===== config.mk =====
export PLATFORM = sky130hd
export DESIGN_NAME = sysbus_fetch_arbiter
export DESIGN_NICKNAME = d
export VERILOG_FILES = /design/src/rtl/sysbus_pkg.sv /design/src/rtl/rr_arbiter2.sv /design/src/rtl/sysbus_fetch_arbiter.sv
export SDC_FILE = /design/constraint.sdc
export NUM_CORES = 1
export LEC_CHECK = 0
export ABC_AREA = 1
export CAP_MARGIN = 5
export CORE_AREA = 2 2 167 169
export DETAILED_ROUTE_END_ITERATION = 7
export DIE_AREA = 0 0 169 171
export DONT_BUFFER_PORTS = 1
export HOLD_SLACK_MARGIN = 0.06
export PLACE_DENSITY = 0.4
export SLEW_MARGIN = 20
export SYNTH_ARGS = -nofsm -noshare
export SYNTH_HDL_FRONTEND = slang
export SYNTH_HIERARCHICAL = 1
export SYNTH_SLANG_ARGS = --single-unit

===== constraint.sdc =====
create_clock -name clk -period 1.8 [get_ports clk]
set_input_delay 0.36 -clock clk [delete_from_list [all_inputs] [get_ports clk]]
set_output_delay 0.36 -clock clk [all_outputs]
set_load 0.01 [all_outputs]

===== src/rtl/sysbus_pkg.sv =====
// Shared Sysbus constants, fetch-arbiter state encoding and the request tag builder.
package sysbus_pkg;

    localparam logic [3:0] SYSBUS_READ   = 4'b0001;
    localparam logic [0:0] SYSBUS_MEMORY = 1'b1;

    typedef logic [1:0] state_t;

    localparam state_t ST_IDLE  = 2'd0;
    localparam state_t ST_REQ   = 2'd1;
    localparam state_t ST_RESP  = 2'd2;
    localparam state_t ST_DRAIN = 2'd3;

    // Bit 0 carries the owner id so responses can be attributed to a requester.
    function automatic logic [12:0] build_tag(input logic owner_id);
        logic [12:0] tag;
        tag       = '0;
        tag[11:8] = SYSBUS_READ;
        tag[12]   = SYSBUS_MEMORY;
        tag[0]    = owner_id;
        return tag;
    endfunction

endpackage


===== src/rtl/rr_arbiter2.sv =====
// Two-way round-robin grant: a lone requester wins, a tie goes to rr_ptr.
module rr_arbiter2 (
    input  logic req0,
    input  logic req1,
    input  logic rr_ptr,
    output logic gnt_valid,
    output logic gnt_id
);

    always_comb begin
        gnt_valid = req0 | req1;
        if (req0 && req1) begin
            gnt_id = rr_ptr;
        end else begin
            gnt_id = req1;
        end
    end

endmodule


===== src/rtl/sysbus_fetch_arbiter.sv =====
// Shares the Sysbus master port between instruction fetch (m0) and the load path (m1),
// one 64-byte line read in flight at a time.
//
// state    | meaning
// IDLE     | arbitrate between m0/m1, latch line address and owner
// REQ      | drive bus_reqcyc until bus_reqack
// RESP     | collect N_BEATS beats and route them to the owner
// DRAIN    | hold respack until the bus stops presenting beats
module sysbus_fetch_arbiter
    import sysbus_pkg::*;
#(
    parameter int BUS_DATA_WIDTH = 64,
    parameter int BUS_TAG_WIDTH  = 13,
    parameter int N_BEATS        = 8
) (
    input  logic                      clk,
    input  logic                      reset,

    input  logic                      m0_req_valid,
    input  logic [63:0]               m0_req_addr,
    output logic                      m0_req_ready,
    output logic                      m0_resp_valid,
    output logic [BUS_DATA_WIDTH-1:0] m0_resp_data,
    output logic                      m0_resp_last,

    input  logic                      m1_req_valid,
    input  logic [63:0]               m1_req_addr,
    output logic                      m1_req_ready,
    output logic                      m1_resp_valid,
    output logic [BUS_DATA_WIDTH-1:0] m1_resp_data,
    output logic                      m1_resp_last,

    output logic                      bus_reqcyc,
    output logic [BUS_DATA_WIDTH-1:0] bus_req,
    output logic [BUS_TAG_WIDTH-1:0]  bus_reqtag,
    input  logic                      bus_reqack,
    input  logic                      bus_respcyc,
    input  logic [BUS_DATA_WIDTH-1:0] bus_resp,
    input  logic [BUS_TAG_WIDTH-1:0]  bus_resptag,
    output logic                      bus_respack,

    output logic                      err_tag
);

    localparam int               CNT_W     = $clog2(N_BEATS) + 1;
    localparam logic [CNT_W-1:0] LAST_BEAT = CNT_W'(N_BEATS - 1);

    state_t           state;
    logic             owner;
    logic             rr_ptr;
    logic [63:0]      line_addr;
    logic [CNT_W-1:0] beat_cnt;
    logic             gnt_valid;
    logic             gnt_id;
    logic [63:0]      sel_addr;
    logic             beat_last;
    logic             unused_bits;

    rr_arbiter2 u_rr_arbiter2 (
        .req0      (m0_req_valid),
        .req1      (m1_req_valid),
        .rr_ptr    (rr_ptr),
        .gnt_valid (gnt_valid),
        .gnt_id    (gnt_id)
    );

    assign sel_addr  = gnt_id ? m1_req_addr : m0_req_addr;
    assign beat_last = (beat_cnt == LAST_BEAT);

    assign bus_reqcyc = (state == ST_REQ);
    assign bus_req    = bus_reqcyc ? BUS_DATA_WIDTH'(line_addr) : '0;
    assign bus_reqtag = bus_reqcyc ? BUS_TAG_WIDTH'(build_tag(owner)) : '0;

    // Line offset bits and the upper response tag are don't-cares here.
    assign unused_bits = ^{m0_req_addr[5:0], m1_req_addr[5:0],
                           bus_resptag[BUS_TAG_WIDTH-1:1]};

    always_ff @(posedge clk) begin
        if (reset) begin
            state         <= ST_IDLE;
            owner         <= 1'b0;
            rr_ptr        <= 1'b0;
            line_addr     <= '0;
            beat_cnt      <= '0;
            m0_req_ready  <= 1'b0;
            m0_resp_valid <= 1'b0;
            m0_resp_data  <= '0;
            m0_resp_last  <= 1'b0;
            m1_req_ready  <= 1'b0;
            m1_resp_valid <= 1'b0;
            m1_resp_data  <= '0;
            m1_resp_last  <= 1'b0;
            bus_respack   <= 1'b0;
            err_tag       <= 1'b0;
        end else begin
            m0_req_ready  <= 1'b0;
            m1_req_ready  <= 1'b0;
            m0_resp_valid <= 1'b0;
            m0_resp_data  <= '0;
            m0_resp_last  <= 1'b0;
            m1_resp_valid <= 1'b0;
            m1_resp_data  <= '0;
            m1_resp_last  <= 1'b0;
            bus_respack   <= 1'b0;

            case (state)
                ST_IDLE: begin
                    if (gnt_valid) begin
                        owner        <= gnt_id;
                        line_addr    <= {sel_addr[63:6], 6'b0};
                        m0_req_ready <= ~gnt_id;
                        m1_req_ready <= gnt_id;
                        state        <= ST_REQ;
                    end
                end
                ST_REQ: begin
                    if (bus_reqack) begin
                        beat_cnt <= '0;
                        state    <= ST_RESP;
                    end
                end
                ST_RESP: begin
                    bus_respack <= bus_respcyc;
                    if (bus_respcyc) begin
                        if (owner) begin
                            m1_resp_valid <= 1'b1;
                            m1_resp_data  <= bus_resp;
                            m1_resp_last  <= beat_last;
                        end else begin
                            m0_resp_valid <= 1'b1;
                            m0_resp_data  <= bus_resp;
                            m0_resp_last  <= beat_last;
                        end
                        beat_cnt <= beat_cnt + 1'b1;
                        // A mistagged beat is still the owner's data; only flag it.
                        if (bus_resptag[0] != owner) begin
                            err_tag <= 1'b1;
                        end
                        if (beat_last) begin
                            state <= ST_DRAIN;
                        end
                    end
                end
                ST_DRAIN: begin
                    bus_respack <= bus_respcyc;
                    if (bus_respcyc) begin
                        err_tag <= 1'b1;
                    end else begin
                        rr_ptr <= ~owner;
                        state  <= ST_IDLE;
                    end
                end
                default: state <= ST_IDLE;
            endcase
        end
    end

endmodule


Word-level counts from Yosys, hierarchy flattened

Cells that the tools add are included.
W data, S select, Z words.

Register bits after elaboration: 202
Bits of input ports: 211
Logic and storage cells: 70

Add/subtract/negate cells: 1
Eq/ne operators: 12
Muxes and demuxes: 19
Bitwise gates (word level): 8
Reductions and logical operators: 15

Operator list:

| kind                  | number |
|---|---|
| $mux W64              | 2 |
| $mux W13              | 1 |
| $ne A2 B2 Y1 const B  | 6 |
| $mux W2               | 5 |
| $mux W4               | 2 |
| $pmux W2 S4           | 1 |
| $pmux W4 S2           | 1 |
| $reduce_or A4 Y1      | 2 |
| $not A1 Y1            | 7 |
| $mux W1               | 6 |
| $reduce_or A3 Y1      | 2 |
| $reduce_and A5 Y1     | 1 |
| $add A4 B1 Y4 const B | 1 |
| $eq A2 B2 Y1 const B  | 2 |
| $eq A4 B3 Y1 const B  | 1 |
| $reduce_and A2 Y1     | 2 |
| $reduce_and A4 Y1     | 1 |
| $reduce_bool A2 Y1    | 2 |
| $reduce_or A2 Y1      | 2 |
| $reduce_and A3 Y1     | 1 |
| $eq A2 B1 Y1 const B  | 1 |
| $logic_not A2 Y1      | 1 |
| $ne A2 B1 Y1 const B  | 1 |
| $pmux W1 S2           | 1 |
| other kinds (3)       | 3 |

Depth between registers and ports, before layout

Depth in word-level cells: 4
Gate-level depth with buffers: 10

Cells and area by module

The synthesis kept the hierarchy.

By module, submodules not included:

| module               | instances | cells each | area an instance (µm²) |
|---|---|---|---|
| sysbus_fetch_arbiter | 1         | 962        | 7,631.1 |
| rr_arbiter2          | 1         | 5          | 22.5 |

Worst setup path before layout

No wires, ideal clock.

Path type: register -> output
Start: register state[1]
End: output bus_req[36]
Arrival time: 1.333 ns
Data required time: 1.440 ns
Setup slack: 0.107 ns
Cell stages (with the launch flop): 8
Cell sequence: dfxtp_1 > inv_1 > ha_1 > buf_2 > buf_2 > buf_2 > nand2_1 > inv_1

Cells in the longest elaborated chain, start to end: 2

Ends and longest elaborated chain:

| item                   | RTL line                    | text |
|---|---|---|
| from (decl)            | sysbus_fetch_arbiter.sv:48  | `state_t state;` |
| from (signal assigned) | sysbus_fetch_arbiter.sv:80  | `state <= ST_IDLE;` |
| from (signal assigned) | sysbus_fetch_arbiter.sv:113 | `state <= ST_REQ;` |
| from (signal assigned) | sysbus_fetch_arbiter.sv:119 | `state <= ST_RESP;` |
| $eq A2 B1 Y1           | sysbus_fetch_arbiter.sv:70  | `assign bus_reqcyc = (state == ST_REQ);` |
| via bus_reqcyc         | sysbus_fetch_arbiter.sv:33  | `output logic bus_reqcyc,` |
| $mux W64               | sysbus_fetch_arbiter.sv:71  | `assign bus_req = bus_reqcyc ? BUS_DATA_WIDTH'(line_addr) : '0;` |
| to (decl)              | sysbus_fetch_arbiter.sv:34  | `output logic [BUS_DATA_WIDTH-1:0] bus_req,` |

The timed path passes the listed nets, and every way through them passes these cells.

Worst setup path after layout

Start: register state[1]
End: output bus_req[47]

Cells in the longest elaborated chain, start to end: 2

Ends and longest elaborated chain:

| item         | RTL line |
|---|---|
| $eq A2 B1 Y1 | sysbus_fetch_arbiter.sv:70 |
| $mux W64     | sysbus_fetch_arbiter.sv:71 |

Every way passes these cells.

==> results.md <==
- The run finished, with violations left.
- The final reports fail on negative setup slack.
- The number of optimization iterations in the first detailed-route pass is 4.
- Summing all placed instances gives a cell area of 8030 µm².
- The number of nets in the layout is 1251.
- The hold violation count in the final report is 0.
- The final number of max-transition violations is 0.
- After detailed routing, the average wire length per cell comes to 15.1 µm.
- The number of max-capacitance violations reported is 0.
- The count of nets left with antenna violations after detail routing is 0.
- For this run, the number of Yosys warnings is 6.
- Counting tap cells, the placed design contains a total of 1280 instances.
- The internal cell power is just over 9 mW.
- From left edge to right edge, the die measures 169 µm.
- Across the VDD grid, the largest voltage drop is 0.000625 V.
- The initial antenna violation count is 0.
- STA classifies the critical path endpoint as an output pin.
- Setup violations remaining at the end of the flow were counted as 59.
- The number of buffer cells added on primary ports is 0.
- After detailed routing, the number of vias per cell comes to 4.29.
- In this run, synthesis produced a sequential element count of 202.
- Adding up every negative setup slack in the final design gives -4.74 ns.
- The worst setup path is launched from a register.
- The clock passes through at most 3 buffers.
- In this run the register-to-register setup slack is 0.14 ns.
- Across every metal layer, demand over resource in global routing totals roughly 14%.
- Combinational logic is responsible for between 20% and 30% of the overall power.
- The clock-pin slew on the worst setup and hold paths is 0.06 ns.
- Summed over all layers, the global routing overflow is 0.
- The congestion estimate from routability-driven global placement came to between 0.7 and 0.8.
- In this run switching power makes up 32.0% of total power.
- roughly 430 I/O pins were placed.
- Relative to the synthesized area, the layout overhead comes to 28.0%.
- The number of diodes added for antenna fixing is 0.
- Data on the critical path arrives at its endpoint at 1.58 ns.
- The layout filler cell count is 2822.
- For this design the ratio of total power to cell area is 1390 nW/µm².
- The starting density of the core is 28.0%.
- The number of global-route vias before repair is 5841.
- Sequential cells were found to cover between 50% and 60% of the synthesized design area.
- Summed over all cells, the static leakage comes to 4.98 nW.
- Clock tree synthesis inserted a total of 23 buffers.
- The final critical-path setup slack is -0.143 ns.
- The sequential cell fraction of total power is about two fifths.
- The switching power of the nets is between 4 and 5 mW.
- On the final layout, the worst clock skew is about 0.013 ns.
- The finished cells cover 9790 µm².
- Summing every instance area after synthesis gives 7650 µm².
- The non-filler instance count after layout is 1398.
- The violation count after the first detailed-routing iteration is 176.
- The clock network fraction of design power is 34.5%.
- The data required time at the worst endpoint is 1.44 ns.
- The initialized floorplan defines 61 standard-cell rows.
- The worst path in the final design needs a cycle of 1.94 ns, including I/O delays and setup.
- CTS saw slightly above 200 sinks.
- The cell chosen for the clock root is sky130_fd_sc_hd__clkbuf_16.
- The average instance in the mapped netlist occupies ~8 µm².
- The worst hold-check slack is 0.0933 ns.
- Synthesis handed over a netlist of 967 instances.
- The async set or reset register ratio after synthesis is 0%.
- Setup repair after global routing could not meet its margin everywhere.
- The maximum fanout count along the critical path is 8.
- For this run, design rule violations remaining after detail routing come to 0.
- Cells with a size suffix above 1 make up 18.6% of the layout.
- The deepest level of the CTS H-tree is 1.
- Across all layers, the routed design uses approximately 6000 vias.
- The core region is between 20000 and 30000 µm².
- The CTS tree is built.
- The global-route wire length before repair is 31.7 mm.
- The synthesized design contains 0 enable-type register cells.
- The critical path is of the reg2out type.
- The peak clock frequency supported by timing is 0.515 GHz.
- In the finished design, the share of the clock period the worst path needs comes to 108%.
- The floorplan step defined a die boundary enclosing a little under 30000 µm².
- The pin count of the biggest net entering global routing is 65.
- The clock network latency to the later pin of the worst-skew pair is 0.51 ns.
- The aggregate routed wire length is 21.0 mm.
- The path class of the tightest hold or removal check is in2reg.
- Among all flip-flop cells after synthesis, the most frequent one is sky130_fd_sc_hd__dfxtp_1.
- The half-perimeter wire length after detailed placement is 14.4 mm.
- The die outline height is around 170 µm.
- The count of different cell masters after synthesis is 26.
## layout make-up
class	count	area, µm²	area share, %
sequential	202	4050	41.3
clock inverter	10	129	1.32
multi-input combinational	509	2630	26.8
tap	346	433	4.42
timing repair buffer	99	1140	11.6
inverter	200	782	7.99
clock buffer	32	639	6.53
## worst max-delay path: stages, from the launching register on
cell and delay (ns):
sky130_fd_sc_hd__dfxtp_2 0.32, sky130_fd_sc_hd__inv_2 0.07, sky130_fd_sc_hd__ha_4 0.24, sky130_fd_sc_hd__buf_12 0.15, sky130_fd_sc_hd__buf_16 0.14, sky130_fd_sc_hd__nand2_2 0.06, sky130_fd_sc_hd__inv_2 0.07
## logic make-up after synthesis
family | after synthesis | synth area share (%)
compound gates | 69 | 6.42
simple gates | 419 | 24.2
flops | 202 | 52.8
buf+inv | 271 | 15.7
fa+ha+maj | 5 | 0.817
other cells | 1 | 0.0490
## worst paths after layout
path | start | endpoint | cells past startpoint
worst min register to register | beat_cnt[1] | beat_cnt[1] | 2
worst max-delay path | state[1] | bus_req[47] | 6
worst min-delay path | m1_req_addr[48] | line_addr[48] | 4
worst max register to register | state[1] | line_addr[6] | 8
## synth_stat cells (3+ instances only)
library cell / n / area share (%)
sky130_fd_sc_hd__dfxtp_1: 202 / 53
sky130_fd_sc_hd__nand2_1: 206 / 10
sky130_fd_sc_hd__inv_2: 3 / 0.15
sky130_fd_sc_hd__nor2_4: 20 / 2.9
sky130_fd_sc_hd__buf_6: 10 / 1.5
sky130_fd_sc_hd__nor2_1: 115 / 5.6
sky130_fd_sc_hd__buf_1: 5 / 0.25
sky130_fd_sc_hd__nand3_1: 61 / 4.0
sky130_fd_sc_hd__nor2_2: 11 / 0.90
sky130_fd_sc_hd__clkbuf_1: 21 / 1.0
sky130_fd_sc_hd__inv_1: 196 / 9.6
sky130_fd_sc_hd__buf_2: 15 / 0.98
sky130_fd_sc_hd__ha_1: 5 / 0.82
sky130_fd_sc_hd__a21oi_1: 8 / 0.52
sky130_fd_sc_hd__o211ai_1: 58 / 5.7
sky130_fd_sc_hd__buf_4: 18 / 1.8
## flip-flops by register name, indices dropped and copies added, names as in the netlist
signal	flops
m1_resp_data	64
err_tag	1
m0_resp_data	64
bus_respack	1
line_addr	58
m1_resp_valid	1
m0_req_ready	1
rr_ptr	1
owner	1
state	2
m1_resp_last	1
m0_resp_last	1
m0_resp_valid	1
beat_cnt	4
m1_req_ready	1
## power by group through the flow
stage	logic, mW	clock network (mW)	registers (mW)
after floorplan	1.90	0	5.53
after global placement	2.66	0	5.64
after detailed placement	2.66	0	5.63
after CTS	3.45	4.86	5.62
after global routing	3.67	5.07	5.72
final	3.26	4.69	5.64
## cell usage in the layout, fill, tap and decap left out, types with 3 or more instances in the layout
cell type,Yosys,final
sky130_fd_sc_hd__inv_4,0,12
sky130_fd_sc_hd__nor2_4,20,20
sky130_fd_sc_hd__nand2_1,206,178
sky130_fd_sc_hd__nor2_1,115,115
sky130_fd_sc_hd__clkbuf_1,21,6
sky130_fd_sc_hd__clkinv_2,0,4
sky130_fd_sc_hd__dfxtp_1,202,200
sky130_fd_sc_hd__ha_1,5,4
sky130_fd_sc_hd__buf_12,0,14
sky130_fd_sc_hd__nand2_2,1,13
sky130_fd_sc_hd__nor2_2,11,11
sky130_fd_sc_hd__o211ai_1,58,58
sky130_fd_sc_hd__inv_2,3,52
sky130_fd_sc_hd__inv_1,196,135
sky130_fd_sc_hd__dlygate4sd3_1,0,68
sky130_fd_sc_hd__nand3_1,61,61
sky130_fd_sc_hd__buf_4,18,13
sky130_fd_sc_hd__clkbuf_8,0,3
sky130_fd_sc_hd__a21oi_1,8,8
sky130_fd_sc_hd__nand2_4,0,16
sky130_fd_sc_hd__clkbuf_16,0,23
sky130_fd_sc_hd__conb_1,1,16
## per-stage QoR
step                      worst slack, ns  util (%)  total power, mW
final                              -0.143      35.8             13.6
after global routing               -0.241      35.8             14.5
after CTS                          -0.175      36.0             13.9
after detailed placement            0.144      29.4             8.29
after global placement              0.124      29.4             8.31
after floorplan                     0.107         -             7.43
## per-layer routing
layer  vias up  part of all wire [%]  global-route usage, %
met5         -                     0                      0
met1      2707                    39                   15.3
met4         0                   2.3                   4.35
met3        35                   9.0                   3.98
li1       2985                     -                      -
met2       274                    50                   25.6
## timing repair
item / CTS / global route
gates cloned: 4 / 0
setup endpoints to repair: 62 / 59
setup buffers: 7 / 0
hold endpoints to repair: 135 / 0
hold buffers: 68 / 0
gates resized for setup: 110 / 14
pin swaps: 12 / 3
Power figures use the tool's default switching activity.
